**config.mk**
```make
export PLATFORM = sky130hd
export DESIGN_NAME = mips_mc_ctrl
export DESIGN_NICKNAME = d
export VERILOG_FILES = /design/src/rtl/mips_mc_ctrl.sv
export SDC_FILE = /design/constraint.sdc
export NUM_CORES = 1
export LEC_CHECK = 0
export ABC_AREA = 1
export CAP_MARGIN = 20
export CORE_MARGIN = 10
export CORE_UTILIZATION = 39
export CTS_CLUSTER_SIZE = 25
export DETAILED_ROUTE_END_ITERATION = 10
export GPL_TIMING_DRIVEN = 0
export PLACE_DENSITY = 0.85
export SYNTH_ARGS = -nofsm -noshare
export SYNTH_HDL_FRONTEND = slang
export SYNTH_SLANG_ARGS = --single-unit
```
**constraint.sdc**
```tcl
create_clock -name clk -period 3.5 [get_ports clk]
set_clock_uncertainty 0.1 [all_clocks]
set_input_delay 0.7 -clock clk [delete_from_list [all_inputs] [get_ports clk]]
set_output_delay 0.7 -clock clk [all_outputs]
set_load 0.01 [all_outputs]
```
**src/rtl/mips_mc_ctrl.sv**
```systemverilog
`default_nettype none
// ============================================================================
//  Module   : mips_mc_ctrl
//  Purpose  : Multicycle MIPS control FSM. Sequences the shared datapath
//             (single memory port, one ALU, PC, IR, register file), decodes
//             op/funct and stalls on the memory ready handshake.
//  Options  : MIPS_CTRL_PERF_EN adds retired_cnt / stall_cnt counters.
//  Revision : 1.0  initial release
// ============================================================================
module mips_mc_ctrl #(
    parameter int ST_W = 4
) (
    input  logic            clk,
    input  logic            rst_n,
    input  logic [5:0]      op,
    input  logic [5:0]      funct,
    input  logic            zero,
    input  logic            mem_ready,
    output logic            pc_write,
    output logic            iord,
    output logic            mem_read,
    output logic            mem_write,
    output logic            ir_write,
    output logic            reg_dst,
    output logic            mem_to_reg,
    output logic            reg_write,
    output logic            alu_src_a,
    output logic [1:0]      alu_src_b,
    output logic [2:0]      alu_ctrl,
    output logic [1:0]      pc_src,
    output logic            instr_done,
    output logic            illegal,
    output logic [ST_W-1:0] state
`ifdef MIPS_CTRL_PERF_EN
    ,
    output logic [31:0]     retired_cnt,
    output logic [31:0]     stall_cnt
`endif
);

    typedef enum logic [ST_W-1:0] {
        S_RESET  = ST_W'(0),
        S_FETCH  = ST_W'(1),
        S_DECODE = ST_W'(2),
        S_MEMADR = ST_W'(3),
        S_MEMRD  = ST_W'(4),
        S_MEMWB  = ST_W'(5),
        S_MEMWR  = ST_W'(6),
        S_EXEC   = ST_W'(7),
        S_ALUWB  = ST_W'(8),
        S_BRANCH = ST_W'(9),
        S_ADDIEX = ST_W'(10),
        S_ADDIWB = ST_W'(11),
        S_JUMP   = ST_W'(12)
    } state_t;

    localparam logic [5:0] OP_RTYPE = 6'b000000;
    localparam logic [5:0] OP_LW    = 6'b100011;
    localparam logic [5:0] OP_SW    = 6'b101011;
    localparam logic [5:0] OP_BEQ   = 6'b000100;
    localparam logic [5:0] OP_ADDI  = 6'b001000;
    localparam logic [5:0] OP_J     = 6'b000010;

    localparam logic [2:0] ALU_AND = 3'b000;
    localparam logic [2:0] ALU_OR  = 3'b001;
    localparam logic [2:0] ALU_ADD = 3'b010;
    localparam logic [2:0] ALU_SUB = 3'b110;
    localparam logic [2:0] ALU_SLT = 3'b111;

    state_t state_q;
    state_t state_d;
    logic   funct_ok;
    logic   stall;

    // Supported R-type functions
    always_comb begin
        funct_ok = (funct == 6'b100000) || (funct == 6'b100010) ||
                   (funct == 6'b100100) || (funct == 6'b100101) ||
                   (funct == 6'b101010);
    end

    // Output decode (Moore on state, plus zero/mem_ready where handshaked) and next state
    always_comb begin
        state_d    = state_q;
        pc_write   = 1'b0;
        iord       = 1'b0;
        mem_read   = 1'b0;
        mem_write  = 1'b0;
        ir_write   = 1'b0;
        reg_dst    = 1'b0;
        mem_to_reg = 1'b0;
        reg_write  = 1'b0;
        alu_src_a  = 1'b0;
        alu_src_b  = 2'b00;
        alu_ctrl   = ALU_AND;
        pc_src     = 2'b00;
        instr_done = 1'b0;
        illegal    = 1'b0;
        stall      = 1'b0;
        case (state_q)
            S_RESET: state_d = S_FETCH;
            S_FETCH: begin
                mem_read  = 1'b1;
                alu_src_b = 2'b01;
                alu_ctrl  = ALU_ADD;
                ir_write  = mem_ready;
                pc_write  = mem_ready;
                stall     = ~mem_ready;
                state_d   = mem_ready ? S_DECODE : S_FETCH;
            end
            S_DECODE: begin
                // Branch target is precomputed into ALUOut here
                alu_src_b = 2'b11;
                alu_ctrl  = ALU_ADD;
                case (op)
                    OP_RTYPE: begin
                        state_d = funct_ok ? S_EXEC : S_FETCH;
                        illegal = ~funct_ok;
                    end
                    OP_LW, OP_SW: state_d = S_MEMADR;
                    OP_BEQ:       state_d = S_BRANCH;
                    OP_ADDI:      state_d = S_ADDIEX;
                    OP_J:         state_d = S_JUMP;
                    default: begin
                        state_d = S_FETCH;
                        illegal = 1'b1;
                    end
                endcase
            end
            S_MEMADR: begin
                alu_src_a = 1'b1;
                alu_src_b = 2'b10;
                alu_ctrl  = ALU_ADD;
                state_d   = (op == OP_LW) ? S_MEMRD : S_MEMWR;
            end
            S_MEMRD: begin
                iord     = 1'b1;
                mem_read = 1'b1;
                stall    = ~mem_ready;
                state_d  = mem_ready ? S_MEMWB : S_MEMRD;
            end
            S_MEMWB: begin
                mem_to_reg = 1'b1;
                reg_write  = 1'b1;
                instr_done = 1'b1;
                state_d    = S_FETCH;
            end
            S_MEMWR: begin
                iord       = 1'b1;
                mem_write  = 1'b1;
                instr_done = mem_ready;
                stall      = ~mem_ready;
                state_d    = mem_ready ? S_FETCH : S_MEMWR;
            end
            S_EXEC: begin
                alu_src_a = 1'b1;
                case (funct)
                    6'b100010: alu_ctrl = ALU_SUB;
                    6'b100100: alu_ctrl = ALU_AND;
                    6'b100101: alu_ctrl = ALU_OR;
                    6'b101010: alu_ctrl = ALU_SLT;
                    default:   alu_ctrl = ALU_ADD;
                endcase
                state_d = S_ALUWB;
            end
            S_ALUWB: begin
                reg_dst    = 1'b1;
                reg_write  = 1'b1;
                instr_done = 1'b1;
                state_d    = S_FETCH;
            end
            S_BRANCH: begin
                alu_src_a  = 1'b1;
                alu_ctrl   = ALU_SUB;
                pc_src     = 2'b01;
                pc_write   = zero;
                instr_done = 1'b1;
                state_d    = S_FETCH;
            end
            S_ADDIEX: begin
                alu_src_a = 1'b1;
                alu_src_b = 2'b10;
                alu_ctrl  = ALU_ADD;
                state_d   = S_ADDIWB;
            end
            S_ADDIWB: begin
                reg_write  = 1'b1;
                instr_done = 1'b1;
                state_d    = S_FETCH;
            end
            S_JUMP: begin
                pc_src     = 2'b10;
                pc_write   = 1'b1;
                instr_done = 1'b1;
                state_d    = S_FETCH;
            end
            default: state_d = S_FETCH;
        endcase
    end

    // State register, cleared asynchronously so outputs drop as soon as rst_n falls
    always_ff @(posedge clk or negedge rst_n) begin
        if (!rst_n) state_q <= S_RESET;
        else        state_q <= state_d;
    end

    assign state = state_q;

`ifdef MIPS_CTRL_PERF_EN
    // Retired-instruction and memory-stall counters, wrapping at 2^32
    always_ff @(posedge clk or negedge rst_n) begin
        if (!rst_n) begin
            retired_cnt <= 32'd0;
            stall_cnt   <= 32'd0;
        end else begin
            if (instr_done) retired_cnt <= retired_cnt + 32'd1;
            if (stall)      stall_cnt   <= stall_cnt + 32'd1;
        end
    end
`else
    logic unused_stall;
    assign unused_stall = stall;
`endif

endmodule
`default_nettype wire

```
==> metrics.txt <==
number of buffers created by CTS 3; average size of a mapped cell about 5 µm²; number of flip-flops in the largest register 4; initial antenna violation count 0; instance area after placement ~0.001 mm²; Setup Viol. Count Final 0; drc violations 0; x dimension of the die 59.9 µm; Final Hold Fails 0; port bufs 37; Slew Viols, Final 0; number of global-route vias before repair 794; share of the synthesized area in the top cell type 0.229; initial cell density of the core 0.413; vias per inst around 4.9; ratio of cells with drive above 1 in the final layout 0.0723; f_max 0.312 GHz; result of the run finished clean; insertion delay of the later-clocked pin in the worst-skew pair ~0.24 ns; Min Hold Slack 0.571 ns; # Post-CTS Setup Buffers 0; Synth area leader sky130_fd_sc_hd__nand2_1; Seq/Total Area, Yosys 0.161; overall die height 59.9 µm; area growth from synthesis to layout 66.4%; CP startpoint kind input port; Floorplan Core Area 0.00151 mm²; maximum root-to-sink buffer count 2; CTS H-tree depth 1; most common library cell in the layout ignoring fill and taps sky130_fd_sc_hd__nand2_1; cells after synthesis 126; max-cap check violation count 0; final standard cell area without fillers 0.00103 mm²; first-pass GRT wire length 3.43 mm; GPL Wtd Cong 0.857; Hold/Removal Path Class in -> async; number of distinct standard cells referenced by the synthesized netlist 15; Yosys warning total 0; overall via count from detail_route 886; Pwr per Cell Area 572 mW/mm²; worst setup path class in -> out; post-synthesis sequential element count 4; number of placement rows 14; final net count 184; post-synthesis cell area 622 µm²; static leakage 0.000581 µW; most frequent cells in the layout sky130_fd_sc_hd__nand2_1, sky130_fd_sc_hd__clkdlybuf4s50_1, sky130_fd_sc_hd__inv_1; final worst path period need 3.21 ns; CP endpoint kind output pin; unrepaired setup endpoints after global routing false; highest ir drop seen on vdd 0.310 mV; end-of-flow core utilization 0.687; drt first-iter violations 21; Tot GR Track Use 0.121; I/O pins 38; CP required about 2.7 ns; remaining global-route overflow 0; Reg clk slew, reported paths around 0.040 ns; Setup TNS 0 ns; Antenna Nets Post-Route 0; routed len/inst 11.8 µm; CTS tree built; buffer cell driving the clock tree root sky130_fd_sc_hd__clkbuf_4; sum of routed wire length over all layers 2.15 mm; number of antenna diodes 0; Worst Path Max Fanout 3; maximum number of pins on one net before global-route repair 7; Synth Net Count 142; headroom to the max-slew limit 0.809; number of gates resized after cts 0; DIE AREA 0.00359 mm²; top post-synthesis cells by area sky130_fd_sc_hd__nand2_1, sky130_fd_sc_hd__inv_1, sky130_fd_sc_hd__dfrtp_1; final cycle utilization of the critical path 0.916; transition time at the pin with the least slew margin 0.286 ns; data arrival time of the critical path 2.41 ns; clock sink total 4; total of hold buffers inserted after clock tree synthesis 0; 1st-pass router iterations 4; DP HPWL 1.91 mm
[layer usage]
metal,wire length (µm),GRT usage
met1,910,0.125
met3,155,0.0403
met5,0,0
met2,1050,0.213
met4,26,0.0577
[area by class of cell]
cell class / instances / area, µm²
multi-input combinational: 92 / 409
tap: 16 / 20.0
sequential: 4 / 100
clock buffer: 3 / 22.5
timing repair buffer: 37 / 370
inverter: 30 / 113
fill: 144 / 472
[worst max-delay path, cell delays in order]
cell and delay [ns]:
sky130_fd_sc_hd__clkdlybuf4s50_1 0.51, sky130_fd_sc_hd__nor2_1 0.09, sky130_fd_sc_hd__nand3_1 0.14, sky130_fd_sc_hd__nand2_1 0.08
sky130_fd_sc_hd__nor2_1 0.15, sky130_fd_sc_hd__inv_1 0.06, sky130_fd_sc_hd__a21oi_1 0.12, sky130_fd_sc_hd__clkdlybuf4s50_1 0.56
[cells in the mapped netlist]
cell	count
sky130_fd_sc_hd__a211o_1	1
sky130_fd_sc_hd__a21oi_1	4
sky130_fd_sc_hd__dfrtp_1	4
sky130_fd_sc_hd__inv_1	27
sky130_fd_sc_hd__inv_2	3
sky130_fd_sc_hd__nand2_1	38
sky130_fd_sc_hd__nand3_1	11
sky130_fd_sc_hd__nand4_1	3
sky130_fd_sc_hd__nor2_1	24
sky130_fd_sc_hd__nor2_2	4
sky130_fd_sc_hd__nor3_1	2
sky130_fd_sc_hd__nor3b_2	1
sky130_fd_sc_hd__o211ai_1	1
sky130_fd_sc_hd__o21ai_0	2
sky130_fd_sc_hd__o21ai_2	1
[final timing paths]
kind                               startpoint                 end  slack [ns]  depth (start not counted)
min in group clk           state[0]$_DFF_PN0_  state[0]$_DFF_PN0_        0.67                          4
min                                     rst_n  state[1]$_DFF_PN0_        0.57                          1
max reg2reg                state[3]$_DFF_PN0_  state[0]$_DFF_PN0_        2.16                          6
max in group asynchronous               rst_n  state[3]$_DFF_PN0_        2.55                          1
max                                     op[2]             illegal        0.29                          8
min reg2reg                state[0]$_DFF_PN0_  state[0]$_DFF_PN0_        0.67                          4
[where the power goes]
group          total [µW]  switching [µW]  internal [µW]  leakage (µW)
combinational         445             221            224      0.000516
clock                59.0            20.6           38.5     0.0000138
sequential           87.6            23.9           63.7     0.0000511
total                 592             266            326      0.000581
[cell families after synthesis]
family                 share of synthesized area
AO/OA/AOI/OAI                             0.0885
buffers and inverters                      0.181
flip-flops                                 0.161
AND/OR/NAND/NOR                            0.569
[per-stage QoR]
stage	worst slack [ns]	total power, µW	instances
floorplan	1.36	302	126
global placement	0.351	533	179
detailed placement	0.318	536	179
CTS	0.288	600	182
global route	0.171	651	182
finish	0.294	592	182
(Power assumes the default switching activity.)
